**config.mk**
```make
export PLATFORM = sky130hd
export DESIGN_NAME = k423_id_ibuf
export DESIGN_NICKNAME = d
export VERILOG_FILES = /design/src/rtl/k423_id_ibuf.sv
export SDC_FILE = /design/constraint.sdc
export NUM_CORES = 1
export LEC_CHECK = 0
export BUFFER_PORTS_ARGS = -buffer_cell sky130_fd_sc_hd__buf_4
export CELL_PAD_IN_SITES_DETAIL_PLACEMENT = 1
export CELL_PAD_IN_SITES_GLOBAL_PLACEMENT = 2
export CORE_MARGIN = 3
export CORE_UTILIZATION = 44
export CTS_BUF_LIST = sky130_fd_sc_hd__clkbuf_4 sky130_fd_sc_hd__clkbuf_8 sky130_fd_sc_hd__clkbuf_16
export CTS_CLUSTER_SIZE = 12
export DETAILED_ROUTE_END_ITERATION = 12
export PLACE_DENSITY_LB_ADDON = 0.1
export SYNTH_ARGS = -nofsm -noshare
export SYNTH_HDL_FRONTEND = slang
export SYNTH_SLANG_ARGS = --single-unit
export TNS_END_PERCENT = 50
```
**constraint.sdc**
```tcl
create_clock -name clk_i -period 5.24 [get_ports clk_i]
set_clock_uncertainty 0.1 [all_clocks]
set_input_delay 0.524 -clock clk_i [delete_from_list [all_inputs] [get_ports clk_i]]
set_output_delay 0.524 -clock clk_i [all_outputs]
set_load 0.01 [all_outputs]
```
**src/rtl/k423_id_ibuf.sv**
```systemverilog
// Decode-stage instruction buffer: circular FIFO of (pc, inst) pairs between IF and decode/EX,
// with optional zero-latency bypass when empty, plus flush and hazard-stall controls.
module k423_id_ibuf #(
    parameter int DEPTH  = 4,
    parameter int ADDR_W = 32,
    parameter int INST_W = 32,
    parameter int BYPASS = 1
) (
    input  logic                       clk_i,
    input  logic                       rst_i,
    input  logic                       flush_i,
    input  logic                       id_stall_i,
    input  logic                       if_stage_vld_i,
    output logic                       id_stage_rdy_o,
    input  logic [ADDR_W-1:0]          if_pc_i,
    input  logic [INST_W-1:0]          if_inst_i,
    output logic                       id_stage_vld_o,
    input  logic                       ex_stage_rdy_i,
    output logic [ADDR_W-1:0]          id_pc_o,
    output logic [INST_W-1:0]          id_inst_o,
    output logic [$clog2(DEPTH+1)-1:0] id_buf_cnt_o,
    output logic                       id_buf_full_o,
    output logic                       id_buf_empty_o
);

    localparam int PTR_W  = $clog2(DEPTH);
    localparam int CNT_W  = $clog2(DEPTH+1);
    localparam int ENT_W  = ADDR_W + INST_W;
    localparam bit BYP_EN = (BYPASS != 0);
    localparam logic [CNT_W-1:0] FULL_CNT = CNT_W'(DEPTH);

    logic [ENT_W-1:0] mem_q [DEPTH];
    logic [PTR_W-1:0] wp_q, wp_d;
    logic [PTR_W-1:0] rp_q, rp_d;
    logic [CNT_W-1:0] cnt_q, cnt_d;

    logic full, empty, kill;
    logic byp_sel, head_vld;
    logic in_fire, out_fire, thru;
    logic push, pop;
    logic [ENT_W-1:0] head_ent;

    assign full  = (cnt_q == FULL_CNT);
    assign empty = (cnt_q == '0);
    assign kill  = flush_i | rst_i;

    // Ready deliberately ignores ex_stage_rdy_i: no combinational ready path through the buffer.
    assign id_stage_rdy_o = ~full & ~kill;

    assign byp_sel  = BYP_EN & empty;
    assign head_vld = byp_sel ? if_stage_vld_i : ~empty;
    assign id_stage_vld_o = head_vld & ~id_stall_i & ~kill;

    assign head_ent  = byp_sel ? {if_pc_i, if_inst_i} : mem_q[rp_q];
    assign id_pc_o   = id_stage_vld_o ? head_ent[ENT_W-1:INST_W] : '0;
    assign id_inst_o = id_stage_vld_o ? head_ent[INST_W-1:0]     : '0;

    assign in_fire  = if_stage_vld_i & id_stage_rdy_o;
    assign out_fire = id_stage_vld_o & ex_stage_rdy_i;

    // A bypassed instruction goes straight through and never touches storage.
    assign thru = byp_sel & in_fire & out_fire;
    assign push = in_fire & ~thru;
    assign pop  = out_fire & ~thru;

    always_comb begin
        wp_d  = wp_q;
        rp_d  = rp_q;
        cnt_d = cnt_q;
        if (push) wp_d = wp_q + PTR_W'(1);
        if (pop)  rp_d = rp_q + PTR_W'(1);
        case ({push, pop})
            2'b10:   cnt_d = cnt_q + CNT_W'(1);
            2'b01:   cnt_d = cnt_q - CNT_W'(1);
            default: cnt_d = cnt_q;
        endcase
    end

    always_ff @(posedge clk_i) begin
        if (kill) begin
            wp_q  <= '0;
            rp_q  <= '0;
            cnt_q <= '0;
        end else begin
            wp_q  <= wp_d;
            rp_q  <= rp_d;
            cnt_q <= cnt_d;
        end
    end

    always_ff @(posedge clk_i) begin
        if (push) mem_q[wp_q] <= {if_pc_i, if_inst_i};
    end

    assign id_buf_cnt_o   = cnt_q;
    assign id_buf_full_o  = full;
    assign id_buf_empty_o = empty;

endmodule
```
==> results of run 1 <==
==> final cells by class <==
cell class              instances  area share
multi-input cells             173       0.191
inverters                      10     0.00295
flip-flops and latches        265       0.619
clock buffers                  39      0.0607
repair buffers                149      0.0919
clock inverters                 7     0.00266
well taps                     319      0.0314
==> logic make-up (layout without fill, tap and decap cells) <==
logic type,after synthesis,after routing
and+or+nand+nor,27,27
muxes,64,64
DFF,265,265
AOI/OAI and AO/OA,72,72
buffers and inverters,47,205
xor gates and xnor gates,4,4
adders and majority gates,6,6
==> sequential cells by signal (all words and copies together), names as in the netlist, named ones only <==
| register | cells |
|---|---|
| id_buf_cnt_o | 3 |
| mem_q | 256 |
| rp_q | 2 |
| wp_q | 2 |
==> report_power, final <==
| part | internal [mW] | switching [mW] | leakage [nW] |
|---|---|---|---|
| Sequential | 2.34 | 0.00473 | 2.38 |
| Combinational | 0.0730 | 0.0930 | 1.35 |
| Clock | 1.02 | 0.729 | 0.409 |
| Total | 3.43 | 0.826 | 4.14 |
==> per-stage QoR <==
stage | util | hold WS [ns] | cells | setup slack, ns
6_report | 0.540 | 0.107 | 962 | 1.50
5_1_grt | 0.540 | 0.0837 | 962 | 1.39
3_5_place_dp | 0.506 | 0.423 | 916 | 1.70
4_1_cts | 0.540 | 0.0857 | 962 | 1.45
2_1_floorplan | - | 0.385 | 485 | 0.723
3_3_place_gp | 0.506 | 0.413 | 916 | 1.80
==> cells in the final DEF, fill, tap and decap left out, types with 2 or more instances in the layout <==
| cell type | n |
|---|---|
| a211oi_1 | 2 |
| clkbuf_16 | 27 |
| dfxtp_1 | 7 |
| clkbuf_4 | 11 |
| o21ai_0 | 2 |
| a32o_1 | 64 |
| xor2_1 | 4 |
| ha_1 | 5 |
| nand3_1 | 2 |
| inv_1 | 10 |
| nor3_4 | 2 |
| a21oi_1 | 2 |
| nor2_1 | 12 |
| clkinv_2 | 2 |
| dfxtp_4 | 2 |
| mux4_2 | 64 |
| clkinv_1 | 4 |
| nor2_4 | 4 |
| or3_1 | 2 |
| buf_4 | 145 |
| edfxtp_1 | 256 |
| buf_12 | 4 |
==> worst max path at each step <==
| stage | start | depth (start not counted) | slack, ns | to |
|---|---|---|---|---|
| 2_1_floorplan | ex_stage_rdy_i | 4 | 0.72 | mem_q[0][0] |
| 3_3_place_gp | rst_i | 6 | 1.80 | id_inst_o[31] |
| 3_5_place_dp | rst_i | 6 | 1.70 | id_inst_o[31] |
| 4_1_cts | id_buf_cnt_o[1] | 5 | 1.45 | id_inst_o[31] |
| 5_1_grt | id_buf_cnt_o[1] | 5 | 1.39 | id_inst_o[31] |
| 6_report | id_buf_cnt_o[1] | 5 | 1.50 | id_pc_o[31] |
==> synthesized netlist by cell type (all sizes together) <==
master | count | area share
nand2 | 1 | 0.00036
inv | 10 | 0.0036
or3 | 2 | 0.0012
or2 | 1 | 0.00059
a211oi | 2 | 0.0014
and2 | 1 | 0.00059
ha | 5 | 0.0059
a41o | 1 | 0.00095
a31o | 1 | 0.00083
a32o | 64 | 0.061
dfxtp | 9 | 0.017
mux4 | 64 | 0.14
xor2 | 4 | 0.0033
buf | 28 | 0.017
nand3 | 2 | 0.00095
o21ai | 2 | 0.00095
edfxtp | 256 | 0.73
dlygate4sd1 | 6 | 0.0050
nor2b | 1 | 0.00059
a21oi | 2 | 0.00095
clkbuf | 3 | 0.0012
fa | 1 | 0.0019
nor2 | 16 | 0.0057
nor3 | 3 | 0.0030
==> routing by layer <==
| layer | GRT usage | wire length [µm] | vias up | share of wire |
|---|---|---|---|---|
| li1 | - | - | 2387 | - |
| met1 | 0.248 | 9850 | 2912 | 0.43 |
| met2 | 0.297 | 11300 | 175 | 0.50 |
| met3 | 0.0307 | 1220 | 23 | 0.054 |
| met4 | 0.0379 | 376 | 0 | 0.016 |
| met5 | 0 | 0 | - | 0 |
==> reports/qor.yml, run 1 <==
status:
  status: "complete, no violations"
place:
  gp_congestion: 0.747
  port_buffers: 140
  place_area_mm2: 0.0119
  dpl.hpwl_um: 13100
setup_path:
  cp_max_fo: 26
  cp_top_family: "simple AND/OR/NAND/NOR gates"
  critPathSlowestCell: "nor3_4"
  cp-end-kind: "output port"
  worstPathCellList: "or3_1 -> nor3_4 -> buf_4 -> a32o_1 -> buf_4"
  arrival_ns: 3.11
  max_stage_delay_ns: 0.82
  r2r_end: "mem_q[3][33]"
  required_ns: 4.62
  critPathKind: "flop to output port"
  reg2regPathDepth: 4
  regToRegSetupSlack_ns: 2.38
  critPathMostFrequentCell: "buf_4"
  r2r_start: "id_buf_cnt_o[2]"
  critPathLaunchType: "flop"
  cp.buffers_inverters: 2
global_route:
  grt_overflow_total: 0
  grt.total_usage: 0.177
  antenna_found_initial: 0
  grt_pass1_vias: 6042
  grt_pass1_wl_um: 35800
  grt_max_degree: 71
synthesis:
  synth_compound_area_frac: 0.0659
  synth_seq_cells: 265
  ys_types: 29
  synthAdderAreaFrac: 0.00783
  synth_cells: 485
  yosysSeqAreaShare: 0.746
  yosysWarnings: 0
  synthXorXnorAreaFrac: 0.00332
  synth_area_mm2: 0.0105
  postSynthAreaPerCell_um2: 21.7
  synth_top_family_by_area: "multiplexers"
  synthSimpleGateAreaFrac: 0.0129
  synth.net_count: 561
  synth.area.mux_share: 0.137
timing:
  final_hold_viol_count: 0
  slew_violations: 0
  max_freq_ghz: 0.268
  period_needed_ns: 3.74
  min_period_over_period: 0.713
  maxSlewHeadroom: 0.315
  setup_viol: 0
  rsz0062_at_grt: "false"
  worstMarginPinSlew_ns: 1.02
  setup_tns_ns: 0
finish:
  multi_input_area_mm2: 0.00243
  nNetsFinal: 702
  register_area_mm2: 0.00788
  drive_gt1_frac: 0.412
  fill_cells: 2155
  stdcell_area_mm2: 0.0127
  area_growth_pct: 20.6
  diodes: 0
power:
  p_leak_nw: 4.14
  peakVddDrop_v: 0.000259
  power.density_mw_per_mm2: 335
  power_mw: 4.26
drt:
  antenna_left: 0
  via_per_inst: 5.71
  wl_um: 22800
  first_iter_violations: 446
  drc_errors: 0
  dr.pass1.iters: 5
  avgRoutedWirePerCell_um: 23.7
  dr_total_vias: 5497
cts:
  clock_sinks: 265
  clock_path_buffers: 3
  hold_buffers: 0
  cts_root_buffer: "clkbuf_16"
  clkSlewWorstSetupHoldPaths_ns: 0.06
  cts_resized: 0
  cts_buffers: 27
  clk_latency_ns: 0.51
  cts_tree: "done"
  htreeDepth: 1
  postCtsSetupBuffers: 0
floorplan:
  die_area_mm2: 0.0259
  ioPinCount: 141
  fp.dieW_um: 161
  coreArea_mm2: 0.0235
  die_y_um: 161
  row_count: 56
  start_util: 0.448
worst_hold_path:
  hold_path_class: "input port to flop"
  hold_end: "mem_q[3][45]"
  worstHoldStart: "if_pc_i[13]"
  hold_path_depth: 1
job:
  cap_viol_max_count: 0
Note: power is estimated with default switching activity, not from simulation.
==> inputs of run 2 (changes only) <==
==> constraint.sdc (replaced) <==
create_clock -name clk_i -period 3.9 [get_ports clk_i]
set_clock_uncertainty 0.1 [all_clocks]
set_input_delay 0.39 -clock clk_i [delete_from_list [all_inputs] [get_ports clk_i]]
set_output_delay 0.39 -clock clk_i [all_outputs]
set_load 0.01 [all_outputs]
==> reports/qor.yml, run 2 (synthesis results as in run 1) <==
drt:
  drc_errors: 0
  antenna_left: 0
  first_iter_violations: 453
  avgRoutedWirePerCell_um: 23.2
  wl_um: 23900
  dr.pass1.iters: 6
  via_per_inst: 5.53
  dr_total_vias: 5715
setup_path:
  worstPathCellList: "or3_1 -> nor3_4 -> buf_4 -> a32o_1 -> buf_4"
  cp_top_family: "simple AND/OR/NAND/NOR gates"
  critPathLaunchType: "flop"
  cp-end-kind: "output port"
  critPathMostFrequentCell: "buf_4"
  critPathKind: "flop to output port"
  max_stage_delay_ns: 0.54
  arrival_ns: 2.63
  critPathSlowestCell: "nor3_4"
  cp_max_fo: 12
  cp.buffers_inverters: 2
  required_ns: 3.41
timing:
  period_needed_ns: 3.12
  setup_tns_ns: 0
  maxSlewHeadroom: 0.328
  worstMarginPinSlew_ns: 1.01
  min_period_over_period: 0.799
  slew_violations: 0
  max_freq_ghz: 0.321
  final_hold_viol_count: 0
  setup_viol: 0
  rsz0062_at_grt: "false"
place:
  gp_congestion: 0.705
  port_buffers: 140
  dpl.hpwl_um: 14100
  place_area_mm2: 0.0121
  dp_cells: 922
cts:
  cts_buffers: 28
  clkSlewWorstSetupHoldPaths_ns: 0.06
  clk_latency_ns: 0.52
  clock_sinks: 265
  clock_path_buffers: 3
  cts_root_buffer: "clkbuf_16"
  cts_tree: "done"
  htreeDepth: 1
  cts_resized: 0
finish:
  drive_gt1_frac: 0.381
  fin_cells: 1033
  largest_reg_flops: 256
  area_growth_pct: 28.5
  stdcell_area_mm2: 0.0135
  top_register: "mem_q"
  post-route-util: 0.575
  most-common-layout-cells: "256 x edfxtp_1, 143 x buf_4, 64 x mux4_2, 64 x a32o_1, 64 x dlygate4sd3_1"
  nNetsFinal: 773
  mostFrequentLayoutCell: "edfxtp_1"
  diodes: 0
floorplan:
  fp.dieW_um: 161
  die_area_mm2: 0.0259
  start_util: 0.448
  row_count: 56
  ioPinCount: 141
  coreArea_mm2: 0.0235
  die_y_um: 161
global_route:
  grt_pass1_wl_um: 37400
  antenna_found_initial: 1
  grt.total_usage: 0.185
  grt_pass1_vias: 6335
  grt_overflow_total: 0
  grt_max_degree: 70
power:
  p_clk_frac: 0.419
  p_leak_nw: 4.49
  internal_power_mw: 4.75
  swShare: 0.195
  peakVddDrop_v: 0.000399
  power.density_mw_per_mm2: 436
  p_sw_mw: 1.15
  combPwrFrac: 0.048
  power_mw: 5.91
  p_seq_frac: 0.534
job:
  cap_viol_max_count: 0
status:
  status: "complete, no violations"
worst_hold_path:
  hold_path_class: "input port to flop"
-- run 2: cell types whose count changed in the layout (fill, tap and decap cells not counted), sizes merged --
cell,change
clkbuf,-2
inv,-1
bufinv,+1
buf,+6
dlygate4sd3,+64
clkinv,+3
-- run 2: final cells by class --
type / instances / area [µm²]
fillers: 2099 / 9990
flip-flops and latches: 265 / 7880
multi-input cells: 173 / 2430
repair buffers: 219 / 1950
clock buffers: 37 / 786
well taps: 319 / 399
clock inverters: 10 / 70.1
inverters: 10 / 37.5
-- run 2: tightest hold or removal path, cell delays in order --
cell and delay [ns]:
buf_4 0.08, nor2_1 0.06, a41o_1 0.22
-- run 2: through the flow --
stage	hold WS [ns]	worst slack, ns
floorplan	0.385	-0.483
global placement	0.422	1.05
detailed placement	0.438	0.955
CTS	0.153	0.728
global route	0.174	0.631
finish	0.180	0.783
-- run 2: power groups by stage --
stage | clock [mW] | sequential, mW | combinational, mW
finish | 2.47 | 3.15 | 0.281
global route | 2.66 | 3.15 | 0.305
CTS | 2.54 | 3.15 | 0.284
detailed placement | 0 | 3.21 | 0.231
global placement | 0 | 3.21 | 0.220
floorplan | 0 | 3.21 | 0.0852
-- run 2: final timing paths --
path                   start               to  slack (ns)  cells past startpoint
min reg2reg          rp_q[0]             flop        0.44                      2
max reg2reg  id_buf_cnt_o[1]  id_buf_cnt_o[2]        1.24                      9
min                  flush_i          wp_q[1]        0.18                      3
max          id_buf_cnt_o[1]      id_pc_o[22]        0.78                      5
-- run 2: timing repair --
item / 4_1_cts / 5_1_grt
hold buffers: 64 / 0
hold endpoints to repair: 256 / 0
setup buffers: 0 / 0
-- run 2: layer usage --
layer | part of all wire | vias to the layer above | GRT usage
met2 | 0.50 | 136 | 0.313
met1 | 0.44 | 3022 | 0.258
li1 | - | 2526 | -
met5 | 0.00054 | - | 0
met4 | 0.017 | 2 | 0.0364
met3 | 0.042 | 29 | 0.0330
==> inputs of run 3 (changes only) <==
--- a/config.mk
+++ b/config.mk
@@ -9,7 +9,7 @@
 export CELL_PAD_IN_SITES_DETAIL_PLACEMENT = 1
 export CELL_PAD_IN_SITES_GLOBAL_PLACEMENT = 2
 export CORE_MARGIN = 3
-export CORE_UTILIZATION = 44
+export CORE_UTILIZATION = 40
 export CTS_BUF_LIST = sky130_fd_sc_hd__clkbuf_4 sky130_fd_sc_hd__clkbuf_8 sky130_fd_sc_hd__clkbuf_16
 export CTS_CLUSTER_SIZE = 12
 export DETAILED_ROUTE_END_ITERATION = 12
==> constraint.sdc (replaced) <==
create_clock -name clk_i -period 2.7 [get_ports clk_i]
set_clock_uncertainty 0.1 [all_clocks]
set_input_delay 0.27 -clock clk_i [delete_from_list [all_inputs] [get_ports clk_i]]
set_output_delay 0.27 -clock clk_i [all_outputs]
set_load 0.01 [all_outputs]
==> reports/qor.yml, run 3 (synthesis results as in run 1) <==
global_route:
  grt.total_usage: 0.179
  grt_busiest_layer: "met2"
  grt_max_degree: 70
  antenna_found_initial: 0
  grt_overflow_total: 0
  globalRouteMet2Util: 0.313
  grt_pass1_vias: 6580
  met1_usage: 0.243
  use_met3: 0.0282
  grt_pass1_wl_um: 39300
finish:
  area_growth_pct: 30.1
  stdcell_area_mm2: 0.0137
  most-common-layout-cells: "256 x edfxtp_1, 147 x buf_4, 64 x mux4_2, 64 x a32o_1, 64 x dlygate4sd3_1"
  drive_gt1_frac: 0.395
  top_register: "mem_q"
  diodes: 0
  nNetsFinal: 781
  mostFrequentLayoutCell: "edfxtp_1"
  largest_reg_flops: 256
timing:
  slew_violations: 0
  period_needed_ns: 2.60
  maxSlewHeadroom: 0.345
  max_freq_ghz: 0.385
  final_hold_viol_count: 0
  min_period_over_period: 0.962
  setup_tns_ns: 0
  worstMarginPinSlew_ns: 0.982
  setup_viol: 0
drt:
  via_per_inst: 5.46
  dr.pass1.iters: 4
  antenna_left: 0
  drc_errors: 0
  dr_total_vias: 5766
  first_iter_violations: 471
  wl_um: 25800
  avgRoutedWirePerCell_um: 24.4
setup_path:
  cp.buffers_inverters: 3
  arrival_ns: 2.23
  critPathSlowestCell: "or3_4"
  required_ns: 2.33
  max_stage_delay_ns: 0.43
  regToRegSetupSlack_ns: 0.35
  cp-end-kind: "output port"
  cp_max_fo: 16
  critPathKind: "flop to output port"
  worstPathCellList: "or3_4 -> nor3_4 -> buf_6 -> clkbuf_16 -> a32o_1 -> buf_4"
  critPathLaunchType: "flop"
  cp_top_family: "simple AND/OR/NAND/NOR gates"
floorplan:
  coreArea_mm2: 0.0255
  row_count: 58
  die_y_um: 168
  start_util: 0.413
  die_area_mm2: 0.0283
  fp.dieW_um: 168
  ioPinCount: 141
cts:
  cts_buffers: 29
  cts_tree: "done"
  clock_path_buffers: 3
  clock_sinks: 265
  cts_root_buffer: "clkbuf_16"
  clk_latency_ns: 0.52
  htreeDepth: 1
  clkSlewWorstSetupHoldPaths_ns: 0.06
job:
  cap_viol_max_count: 0
power:
  p_leak_nw: 4.57
  power.density_mw_per_mm2: 634
  peakVddDrop_v: 0.000730
place:
  gp_congestion: 0.714
  dpl.hpwl_um: 13900
  port_buffers: 140
  place_area_mm2: 0.0121
worst_hold_path:
  hold_path_class: "input port to flop"
status:
  status: "complete, no violations"
-- run 3: cell types whose count changed in the layout (fill, tap and decap cells not counted) --
cell       delta
clkinv_2      -1
clkinv_1      -1
clkbuf_16     +1
buf_4         +4
dfxtp_1       -1
clkbuf_4      +5
clkbuf_8      +2
buf_6         +1
buf_16        +1
dfxtp_2       +1
or3_1         -1
or3_4         +1
-- run 3: power by group --
group	switching (mW)	total, mW	internal, mW	leakage (nW)
Sequential	0.00865	4.55	4.54	2.38
Combinational	0.208	0.420	0.213	1.72
Clock	1.47	3.72	2.25	0.466
-- run 3: cell type report --
cell class	count	area, µm²
clock inverter	8	61.3
inverter	10	37.5
clock buffer	44	851
tap	330	413
timing repair buffer	226	2050
sequential	265	7880
fill	2310	11800
multi-input combinational	173	2430
-- run 3: per-layer routing --
| layer | routed length [µm] | vias to the layer above |
|---|---|---|
| met5 | 0 | - |
| met4 | 261 | 0 |
| met3 | 1360 | 26 |
| met2 | 13300 | 152 |
| met1 | 10900 | 3036 |
| li1 | - | 2552 |
-- run 3: what timing repair did --
| action | 4_1_cts | 5_1_grt |
|---|---|---|
| hold buffers | 64 | 0 |
| endpoints found under the setup margin | 56 | 37 |
| gates resized for setup | 4 | 0 |
| cloned | 1 | 1 |
| hold endpoints to repair | 256 | 0 |
| pin swaps | 2 | 1 |
| setup buffers | 3 | 0 |
-- run 3: worst register-to-register path, stage by stage, from the launching register on --
cell     delay [ns]
dfxtp_1        0.36
nor2_1         0.15
o21ai_0        0.24
nand3_1        0.19
ha_1           0.20
inv_1          0.06
fa_1           0.37
xor2_1         0.16
or3_1          0.31
a21oi_1        0.14
-- run 3: through the flow --
step           utilization  instances  power, mW  hold WS, ns  worst slack (ns)
3_3_place_gp         0.472        935       4.95        0.377             0.331
6_report             0.537       1056       8.70       0.0761             0.101
3_5_place_dp         0.472        935       4.97        0.386             0.252
4_1_cts              0.536       1055       8.80       0.0507           0.00299
5_1_grt              0.537       1056       9.02       0.0732          -0.00228
2_1_floorplan            -        485       4.76        0.269            -0.561
-- run 3: worst paths after layout --
path | start | to | depth (start not counted)
setup / recovery | id_buf_cnt_o[0] | id_inst_o[26] | 6
hold / removal | flush_i | wp_q[1] | 3
setup reg to reg | id_buf_cnt_o[1] | id_buf_cnt_o[2] | 9
hold reg to reg | id_buf_cnt_o[2] | id_buf_cnt_o[2] | 2
